`config.mk`:
```
export PLATFORM = sky130hd
export DESIGN_NAME = uart_rx_flat
export DESIGN_NICKNAME = d
export VERILOG_FILES = /design/src/rtl/uart_pkg.sv /design/src/rtl/uart_rx_if.sv /design/src/rtl/uart_baud_tick.sv /design/src/rtl/uart_rx.sv /design/src/flat_wrapper.sv
export SDC_FILE = /design/constraint.sdc
export NUM_CORES = 1
export LEC_CHECK = 0
export BUFFER_PORTS_ARGS = -buffer_cell sky130_fd_sc_hd__buf_2
export CAP_MARGIN = 15
export CORE_ASPECT_RATIO = 1.4
export CORE_MARGIN = 2
export CORE_UTILIZATION = 61
export CTS_CLUSTER_DIAMETER = 40
export DETAILED_ROUTE_END_ITERATION = 6
export PLACE_DENSITY = 0.82
export SETUP_SLACK_MARGIN = 0.15
export SLEW_MARGIN = 5
export SYNTH_ARGS = -nofsm -noshare
export SYNTH_HDL_FRONTEND = slang
export SYNTH_SLANG_ARGS = --single-unit
export TNS_END_PERCENT = 50
```
`constraint.sdc`:
```
create_clock -name clk -period 4.5 [get_ports clk]
set_input_delay 0.9 -clock clk [delete_from_list [all_inputs] [get_ports clk]]
set_output_delay 0.9 -clock clk [all_outputs]
set_load 0.02 [all_outputs]
```
`src/rtl/uart_pkg.sv`:
```
// Shared UART definitions: FSM states, oversampling constants, frame format.
package uart_pkg;

    typedef enum logic [2:0] {
        IDLE,
        START,
        DATA,
        PARITY,
        STOP
    } uart_state_e;

    localparam int OVERSAMPLE = 16;
    localparam int MID_SAMPLE = 8;

    // Frame format shared by uart_tx and uart_rx: 1 start bit low, 1 stop bit high.
    localparam logic START_LEVEL = 1'b0;
    localparam logic STOP_LEVEL  = 1'b1;
    localparam int   STOP_BITS   = 1;

    function automatic logic parity_of(input logic [8:0] d);
        return ^d;
    endfunction

endpackage

```
`src/rtl/uart_rx_if.sv`:
```
// Write-side bundle between the UART receiver and its downstream FIFO.
interface uart_rx_if #(
    parameter int DATA_BITS = 8
);

    logic [DATA_BITS-1:0] data_out;
    logic                 wr_en;
    logic                 fifo_full;

    modport master (
        output data_out,
        output wr_en,
        input  fifo_full
    );

    modport slave (
        input  data_out,
        input  wr_en,
        output fifo_full
    );

endinterface

```
`src/rtl/uart_baud_tick.sv`:
```
// Oversample tick generator: one-cycle tick every DIVISOR clocks, held at 0 by clear.
module uart_baud_tick #(
    parameter int DIVISOR = 27
) (
    input  logic clk,
    input  logic rst_n,
    input  logic clear,
    output logic tick
);

    localparam int CW = (DIVISOR > 2) ? $clog2(DIVISOR) : 1;
    localparam logic [CW-1:0] LAST = CW'(DIVISOR - 1);

    logic [CW-1:0] count_q;
    logic [CW-1:0] count_d;

    always_comb begin
        count_d = count_q + CW'(1);
        if (clear || count_q == LAST) begin
            count_d = '0;
        end
    end

    assign tick = !clear && (count_q == LAST);

    always_ff @(posedge clk) begin
        if (!rst_n) begin
            count_q <= '0;
        end else begin
            count_q <= count_d;
        end
    end

endmodule

```
`src/rtl/uart_rx.sv`:
```
// 16x-oversampling UART receiver feeding a FIFO write port.
// Parity bit support is compiled in with `define UART_RX_PARITY_EN.
module uart_rx
    import uart_pkg::*;
#(
    parameter int DIVISOR    = 27,
    parameter int DATA_BITS  = 8,
    parameter int PARITY_ODD = 0
) (
    input  logic        clk,
    input  logic        rst_n,
    input  logic        rx,
    uart_rx_if.master   fifo,
    output logic        busy,
    output logic        frame_err,
    output logic        overrun_err,
    output logic        parity_err
);

    localparam logic [3:0] MID_LAST = 4'(MID_SAMPLE - 1);
    localparam logic [3:0] BIT_LAST = 4'(OVERSAMPLE - 1);
    localparam logic [3:0] LAST_BIT = 4'(DATA_BITS - 1);

    uart_state_e state_q, state_d;

    logic sync1_q, sync2_q, prev_q;
    logic rx_s;
    logic tick;

    logic [3:0]           sample_q, sample_d;
    logic [3:0]           bit_q, bit_d;
    logic [DATA_BITS-1:0] shift_q, shift_d;
    logic [DATA_BITS-1:0] data_q, data_d;

    logic wr_q, wr_d;
    logic busy_q, busy_d;
    logic ferr_q, ferr_d;
    logic oerr_q, oerr_d;
    logic perr_q, perr_d;
    logic par_bad;

`ifdef UART_RX_PARITY_EN
    logic par_q, par_d;
    logic par_exp;
`endif

    assign rx_s = sync2_q;

    uart_baud_tick #(
        .DIVISOR(DIVISOR)
    ) u_tick (
        .clk  (clk),
        .rst_n(rst_n),
        .clear(state_q == IDLE),
        .tick (tick)
    );

`ifdef UART_RX_PARITY_EN
    assign par_exp = parity_of(9'(shift_q)) ^ PARITY_ODD[0];
    assign par_bad = (par_q != par_exp);
`else
    assign par_bad = 1'b0;
`endif

    always_comb begin
        state_d  = state_q;
        sample_d = sample_q;
        bit_d    = bit_q;
        shift_d  = shift_q;
        data_d   = data_q;
        wr_d     = 1'b0;
        ferr_d   = 1'b0;
        oerr_d   = 1'b0;
        perr_d   = 1'b0;
`ifdef UART_RX_PARITY_EN
        par_d    = par_q;
`endif
        unique case (state_q)
            IDLE: begin
                // Only a true 1->0 transition starts a frame; a stuck-low line does not.
                if (prev_q == STOP_LEVEL && rx_s == START_LEVEL) begin
                    sample_d = '0;
                    state_d  = START;
                end
            end
            START: begin
                if (tick) begin
                    sample_d = sample_q + 4'd1;
                    if (sample_q == MID_LAST) begin
                        if (rx_s != START_LEVEL) begin
                            state_d = IDLE;
                        end else begin
                            sample_d = '0;
                            bit_d    = '0;
                            state_d  = DATA;
                        end
                    end
                end
            end
            DATA: begin
                if (tick) begin
                    sample_d = sample_q + 4'd1;
                    if (sample_q == BIT_LAST) begin
                        shift_d = {rx_s, shift_q[DATA_BITS-1:1]};
                        bit_d   = bit_q + 4'd1;
                        if (bit_q == LAST_BIT) begin
`ifdef UART_RX_PARITY_EN
                            state_d = PARITY;
`else
                            state_d = STOP;
`endif
                        end
                    end
                end
            end
`ifdef UART_RX_PARITY_EN
            PARITY: begin
                if (tick) begin
                    sample_d = sample_q + 4'd1;
                    if (sample_q == BIT_LAST) begin
                        par_d   = rx_s;
                        state_d = STOP;
                    end
                end
            end
`endif
            STOP: begin
                if (tick) begin
                    sample_d = sample_q + 4'd1;
                    if (sample_q == BIT_LAST) begin
                        state_d = IDLE;
                        // Priority: framing, then parity, then overrun.
                        if (rx_s != STOP_LEVEL) begin
                            ferr_d = 1'b1;
                        end else if (par_bad) begin
                            perr_d = 1'b1;
                        end else if (fifo.fifo_full) begin
                            oerr_d = 1'b1;
                        end else begin
                            wr_d   = 1'b1;
                            data_d = shift_q;
                        end
                    end
                end
            end
            default: begin
                state_d = IDLE;
            end
        endcase
        busy_d = (state_d != IDLE);
    end

    always_ff @(posedge clk) begin
        if (!rst_n) begin
            state_q  <= IDLE;
            sync1_q  <= 1'b1;
            sync2_q  <= 1'b1;
            prev_q   <= 1'b1;
            sample_q <= '0;
            bit_q    <= '0;
            shift_q  <= '0;
            data_q   <= '0;
            wr_q     <= 1'b0;
            busy_q   <= 1'b0;
            ferr_q   <= 1'b0;
            oerr_q   <= 1'b0;
            perr_q   <= 1'b0;
`ifdef UART_RX_PARITY_EN
            par_q    <= 1'b0;
`endif
        end else begin
            state_q  <= state_d;
            sync1_q  <= rx;
            sync2_q  <= sync1_q;
            prev_q   <= sync2_q;
            sample_q <= sample_d;
            bit_q    <= bit_d;
            shift_q  <= shift_d;
            data_q   <= data_d;
            wr_q     <= wr_d;
            busy_q   <= busy_d;
            ferr_q   <= ferr_d;
            oerr_q   <= oerr_d;
            perr_q   <= perr_d;
`ifdef UART_RX_PARITY_EN
            par_q    <= par_d;
`endif
        end
    end

    assign fifo.data_out = data_q;
    assign fifo.wr_en    = wr_q;
    assign busy          = busy_q;
    assign frame_err     = ferr_q;
    assign overrun_err   = oerr_q;
    assign parity_err    = perr_q;

endmodule

```
`src/flat_wrapper.sv`:
```
// flat-port wrapper written by rule: the top's interface ports become plain ports
module uart_rx_flat import uart_pkg::*;
#(
    parameter int DIVISOR    = 27,
    parameter int DATA_BITS  = 8,
    parameter int PARITY_ODD = 0
)
  (clk, rst_n, rx, busy, frame_err, overrun_err, parity_err, fifo_data_out, fifo_wr_en, fifo_fifo_full);
  uart_rx_if #(.DATA_BITS(DATA_BITS)) fifo_i ();
  input  logic clk;
  input  logic rst_n;
  input  logic rx;
  output logic busy;
  output logic frame_err;
  output logic overrun_err;
  output logic parity_err;
  output wire logic [$bits(fifo_i.data_out)-1:0] fifo_data_out;
  output wire logic [$bits(fifo_i.wr_en)-1:0] fifo_wr_en;
  input wire logic [$bits(fifo_i.fifo_full)-1:0] fifo_fifo_full;
  assign fifo_data_out = fifo_i.data_out;
  assign fifo_wr_en = fifo_i.wr_en;
  assign fifo_i.fifo_full = fifo_fifo_full;
  uart_rx #(.DIVISOR(DIVISOR), .DATA_BITS(DATA_BITS), .PARITY_ODD(PARITY_ODD)) u_core (.clk(clk), .rst_n(rst_n), .rx(rx), .fifo(fifo_i), .busy(busy), .frame_err(frame_err), .overrun_err(overrun_err), .parity_err(parity_err));
endmodule
```
# Yosys cells after proc, flatten, opt, wreduce, memory -nomap -nowiden
# Cells that the tools add are included.
[classes]
reduce_logical = 16
n_bitwise = 3
addsub = 3
eq_ne = 14
muxes = 25
[ops]
columns = ["op", "count"]
rows = [
  ["4-bit two-way mux", 10],
  ["3-bit two-way mux", 8],
  ["2-bit by 1-bit inequality test with 1-bit output (second input constant)", 6],
  ["3-bit one-hot mux with 4 select lines", 1],
  ["4-bit one-hot mux with 3 select lines", 1],
  ["5-bit AND reduction", 2],
  ["4-bit by 1-bit adder with 4-bit output (second input constant)", 2],
  ["4-bit by 3-bit equality test with 1-bit output (second input constant)", 2],
  ["4-bit one-hot mux with 2 select lines", 1],
  ["4-bit AND reduction", 2],
  ["6-bit AND reduction", 1],
  ["3-bit nonzero test", 2],
  ["5-bit by 1-bit adder with 5-bit output (second input constant)", 1],
  ["5-bit equality test (second input constant)", 1],
  ["4-bit equality test (second input constant)", 1],
  ["2-bit OR reduction", 2],
  ["3-bit by 1-bit equality test with 1-bit output (second input constant)", 1],
  ["3-bit by 2-bit equality test with 1-bit output (second input constant)", 1],
  ["3-bit equality test (second input constant)", 1],
  ["3-bit zero test", 1],
  ["1-bit two-way mux", 3],
  ["1-bit NOT", 3],
  ["3-bit AND reduction", 1],
  ["1-bit logical AND", 2],
  ["other kinds (5)", 5],
]
[word_totals]
in_bits = 4
register_bits = 39
out_inout_bits = 13
wordCells = 74

# Logic depth before layout (Yosys ltp)
# Gate-level depths: netlist of the first run.
[depth]
depth_word = 6
depth_mapped = 7
depth_no_buf = 6

# Cells and area by module
# Synthesis of the first run repeated with hierarchy kept, for this count alone.
[unflattened]
hier_cells = 201
hier_area_um2 = 1705.4
[by_module_without_submodules]
columns = ["mod", "n_inst", "cells_per_inst", "area_each_um2", "seq_area_each_um2"]
rows = [
  ["uart_rx", 1, 180, 1497.7, 680.7],
  ["uart_baud_tick", 1, 21, 207.7, 100.1],
]

# Worst setup path after synthesis of the first run
# No wires, ideal clock.
[synth_timing]
path_type = "input to register"
start = "input port rst_n"
end = "register u_core.bit_q[2]"
path_slack_ns = 2.797
cell_stages = 3
required_ns = 4.442
setup_time_ns = 0.058
arrival_time_ns = 1.644
path_cell_list = "clkbuf_1 buf_1 o221a_2"
[synth_rtl]
columns = ["element", "line", "text"]
rows = [
  ["from (decl)", "flat_wrapper.sv:11", "input logic rst_n;"],
  ["to (signal assigned)", "uart_rx.sv:177", "bit_q <= bit_d;"],
  ["to (decl)", "uart_rx.sv:31", "logic [3:0] bit_q, bit_d;"],
]
# No word-level cell between the ends.

# Worst setup path in the final report of the first run
[layout_timing]
start = "register u_core.state_q[1]"
end = "register u_core.bit_q[3]"
[layout_via]
elab_chain_len = 5
[layout_lines]
columns = ["element", "line", "text"]
rows = [
  ["from (decl)", "uart_rx.sv:24", "uart_state_e state_q, state_d;"],
  ["from (signal assigned)", "uart_rx.sv:172", "state_q <= state_d;"],
  ["3-bit zero test", "uart_rx.sv:54", ".clear(state_q == IDLE),"],
  ["1-bit zero test", "uart_baud_tick.sv:24", "assign tick = !clear && (count_q == LAST);"],
  ["1-bit logical AND", "uart_baud_tick.sv:24", ""],
  ["2-bit by 1-bit inequality test with 1-bit output (no line)", "--", ""],
  ["6-bit AND reduction (no line)", "--", ""],
]
# Several ways; a longest one is shown, not always the timed one.
# A chain may end at the register's enable or synchronous reset.

==> results of run 1 <==
==> critical path: cells and delay by family (launching register included) <==
family	cells	cell delay [ns]
AO/OA/AOI/OAI	1	0.18
AND/OR/NAND/NOR	3	1.32
flip-flops	1	0.52
==> stage by stage <==
step	cell area, um2	util, %	power [W]	setup slack [ns]
finish	1959	69.48	0.0007156	2.434
global route	1959	69.48	0.0007339	2.249
CTS	1959	69.48	0.0007144	2.467
detailed placement	1823	64.64	0.0003776	2.377
global placement	1823	64.64	0.0003769	2.437
floorplan	1763	-	0.0003734	2.797
==> cell type report <==
class / instances / area share (%)
Multi-Input combinational cell: 133 / 46.23
Sequential cell: 39 / 39.85
Timing Repair Buffer: 15 / 3.831
Clock buffer: 5 / 3.512
Clock inverter: 3 / 3.448
Tap cell: 37 / 2.363
Inverter: 4 / 0.7663
==> path summary, 6_finish.rpt <==
path,endpoint,slack [ns],start,depth (start not counted)
setup / recovery,u_core.bit_q[3],2.43,u_core.state_q[1],4
hold reg to reg,u_core.rx_s,0.41,u_core.sync1_q,1
hold / removal,u_core.rx_s,0.41,u_core.sync1_q,1
setup reg to reg,u_core.bit_q[3],2.43,u_core.state_q[1],4
==> flip-flops by register name (all words and copies together) (netlist names), 3 cells and up <==
name / flops
u_core.bit_q: 4
u_core.fifo.data_out: 8
u_core.sample_q: 4
u_core.shift_q: 8
u_core.state_q: 3
u_core.u_tick.count_q: 5
==> cell families after synthesis <==
| kind of cell | share of synthesized area [%] |
|---|---|
| simple gates | 21.58 |
| flops | 44.29 |
| compound gates | 15.69 |
| mux | 9.084 |
| buf+inv | 4.329 |
| fa+ha+maj | 2.839 |
| xor+xnor | 1.988 |
| other cells | 0.2127 |
==> routing by layer <==
metal  vias up  part of all wire (%)
li1        688                     -
met1       685                    40
met2        43                    54
met3        11                   3.8
met4         0                   1.9
met5         -                     0
==> placed cells by master, fill, tap and decap left out, drive strengths merged, types with 3 or more instances in the layout <==
cell type,instances
or3b,3
o21ai,6
xor2,3
nand2,19
and3,4
nand3,6
inv,4
ha,4
clkbuf,5
mux2i,16
nor3b,4
dfxtp,39
buf,15
nand2b,3
nor2,23
a21oi,7
==> power by group <==
part	internal (W)	switching (W)	leakage, nW
sequential	0.000347	0.00000318	0.315
combinational	0.00000604	0.0000134	0.362
clock	0.000221	0.000125	0.0644
==> impl_metrics.ini, run 1 <==
[run_status]
status = finished, final reports clean

[worst_setup_path]
crit_fanout = 11
critPathCaptureType = register
cpPeakStageDelay_ns = 0.59
worstPathArrival_ns = 2.31
cp.required_ns = 4.74
critical_path.slowest_cell = and3_1
crit_path_start_kind = register
worstPathCellList = nor3b_1, and3_1, and2_1, o221a_2
critPathKind = reg2reg

[synth]
synth_cell_types = 51
synth_top_area_share_pct = 44.29
yosysSeqAreaShare_pct = 44.29
synth_edf_count = 0
avgSynthCellArea_um2 = 9.427
synth_nets = 195
syn_inst = 187
ys_top_cells_by_count = dfxtp_1, nor2_1, nand2_1
synth_seq_cells = 39
ys.flop_type = dfxtp_1
ys_top_cells_by_area = dfxtp_1, mux2i_1, nor2_1
syn_area_mm2 = 0.001763
synth_warnings = 0
async_flop_share_pct = 0
yosysTopAreaCell = dfxtp_1
synth.most_common_cell = dfxtp_1

[placed_design]
gp_congestion = 0.8506
portBuffers = 15
dp.final_hpwl_um = 2473
placed_cells = 228

[floorplan]
dieArea_mm2 = 0.003342
num_rows = 23
core_area_mm2 = 0.002820
start_util_pct = 62.51
die_h_um = 67.61
io-pin-count = 17
die_w_um = 49.44

[global_routing]
globalRouteMet3Util_pct = 6.637
grt_max_degree = 30
grt_util_met2_pct = 43.41
grt-busiest-layer = met2
grt_pass1_wl_um = 5899
antenna_found_initial = 0
use_met1_pct = 23.78
gr-total-overflow = 0
grt_pass1_vias = 1383
grt_usage_pct = 23.45

[timing]
max_freq_ghz = 0.4841
fin_skew_ns = 0.009411
period_share_pct = 45.90
tns_ns = 0
post-route-min-period_ns = 2.066
worst_pin_slew_ns = 0.8510
hold_viol = 0
slew_viol_final = 0
rsz0062_at_grt = false
setup_violations = 0
finalHoldWorstSlack_ns = 0.4137
max-slew-margin-rel_pct = 42.54

[routing]
via_count = 1427
vias_per_cell = 6.047
drc_errors = 0
wl_per_cell_um = 15.05
postRouteAntennaNets = 0
wl_um = 3551
drt_pre_antenna_iters = 6
drt-initial-drc-count = 54

[job]
cap_violations = 0

[layout]
register_area_um2 = 780.7
insertedDiodeCount = 0
drive_gt1_share_pct = 15.08
fill_cells = 243
instances_no_fill = 236
multi_input_area_um2 = 905.9
area_growth_syn_to_layout_pct = 11.14
nets = 206

[clock_network]
cts_setup_buffers = 0
clk_latency_ns = 0.30
cts_root_buf = clkbuf_8
cts_tree = done
clock_path_buffers = 2
cts_hold_buf = 0
numCtsBuffers = 5
htreeDepth = 2
clock-sinks = 39
clk_pin_slew_ns = 0.08
cts_resized = 0

[power_and_ir_drop]
powerDensity_mw_per_mm2 = 365.2
leakage_nw = 0.7410
peakVddDrop_mv = 0.4180

[hold_path]
hp-class = reg2reg
(Power assumes the default switching activity.)
==> run 2: changes to the inputs <==
Settings changed: CORE_UTILIZATION 61 to 52, PLACE_DENSITY 0.82 to 0.74.
Clock period 4.5 ns to 1.85 ns, I/O delays scaled along.
==> impl_metrics.ini, run 2 (synthesis results as in run 1) <==
[power_and_ir_drop]
peakVddDrop_mv = 0.5729
leakage_nw = 0.8031
powerDensity_mw_per_mm2 = 767.6
power_w = 0.001598

[floorplan]
io-pin-count = 17
dieArea_mm2 = 0.003879
num_rows = 25
start_util_pct = 53.17
core_area_mm2 = 0.003316
die_w_um = 53.21
die_h_um = 72.90

[routing]
drt_pre_antenna_iters = 4
wl_per_cell_um = 14.90
wl_um = 3740
postRouteAntennaNets = 0
via_count = 1478
drt-initial-drc-count = 35
drc_errors = 0
vias_per_cell = 5.888

[timing]
hold_viol = 0
fin_skew_ns = 0.006054
period_share_pct = 89.52
setup_violations = 0
rsz0062_at_grt = true
slew_viol_final = 0
tns_ns = 0
max_freq_ghz = 0.6038
post-route-min-period_ns = 1.656
fin_ws_ns = 0.1939

[layout]
final_core_util_pct = 62.79
insertedDiodeCount = 0
drive_gt1_share_pct = 24.64
final_common_cell = dfxtp_1
nets = 219
final_cell_mix = dfxtp_1, nor2_1, nand2_1
area_growth_syn_to_layout_pct = 18.10

[clock_network]
htreeDepth = 2
clock-sinks = 39
numCtsBuffers = 5
cts_hold_buf = 0
cts_root_buf = clkbuf_8
clock_path_buffers = 2
clk_latency_ns = 0.29
clk_pin_slew_ns = 0.07
cts_tree = done

[worst_setup_path]
critPathKind = reg2reg
crit_fanout = 7
cp.required_ns = 2.08
critPathCaptureType = register
crit_path_start_kind = register
worstPathArrival_ns = 1.89

[global_routing]
grt_pass1_wl_um = 6334
antenna_found_initial = 0
grt_usage_pct = 21.82
grt_pass1_vias = 1410
gr-total-overflow = 0
grt_max_degree = 24

[placed_design]
dp.final_hpwl_um = 2722
gp_congestion = 1.018
portBuffers = 15
dp_slack_ns = 0.1509

[job]
cap_violations = 0

[hold_path]
hp-class = in2reg

[run_status]
status = finished, final reports clean
==> run 2: worst paths after layout <==
kind	slack, ns	cells after the start	start	end
setup / recovery	0.19	4	u_core.state_q[0]	u_core.sample_q[0]
hold / removal	0.25	2	rx	u_core.sync1_q
setup reg to reg	0.19	4	u_core.state_q[0]	u_core.sample_q[0]
hold reg to reg	0.42	1	u_core.sync1_q	u_core.rx_s
==> run 2: timing repair <==
item | CTS | global route
cloned | 0 | 0
setup buffers | 0 | 2
pin swaps | 0 | 1
resized for setup | 1 | 12
endpoints found under the setup margin | 3 | 23
==> run 2: worst max-delay path, stage by stage, from the launching register on <==
cell and delay (ns):
dfxtp_1 0.46, or3b_4 0.43, o211a_1 0.27, a211o_1 0.30
a21oi_2 0.13
==> run 2: per-layer routing <==
metal | share of wire [%] | vias up | global-route usage (%)
met2 | 54 | 29 | 37.45
met1 | 40 | 725 | 25.42
met5 | 0 | - | 0
met4 | 2.2 | 0 | 9.687
li1 | - | 715 | -
met3 | 3.2 | 9 | 4.508
==> run 2: final cells by class <==
cell class | count | area [um2]
Timing Repair Buffer | 28 | 188.9
Multi-Input combinational cell | 133 | 937.1
Inverter | 4 | 15.01
Clock buffer | 5 | 68.82
Tap cell | 40 | 50.05
Fill cell | 295 | 1234
Sequential cell | 39 | 784.5
Clock inverter | 2 | 37.54
==> run 2: power by group <==
group,switching [W],leakage (nW),internal (W),total (W)
clock network,0.000294,0.0502,0.000394,0.000688
registers,0.00000588,0.316,0.000845,0.000851
logic,0.0000376,0.436,0.0000218,0.0000594
==> run 2: metrics by stage <==
stage / cells / hold slack (ns) / cell area (um2)
floorplan: 187 / 0.3863 / 1763
global placement: 242 / 0.3942 / 1922
detailed placement: 242 / 0.4103 / 1922
CTS: 249 / 0.2488 / 2033
global route: 251 / 0.2451 / 2082
finish: 251 / 0.2494 / 2082
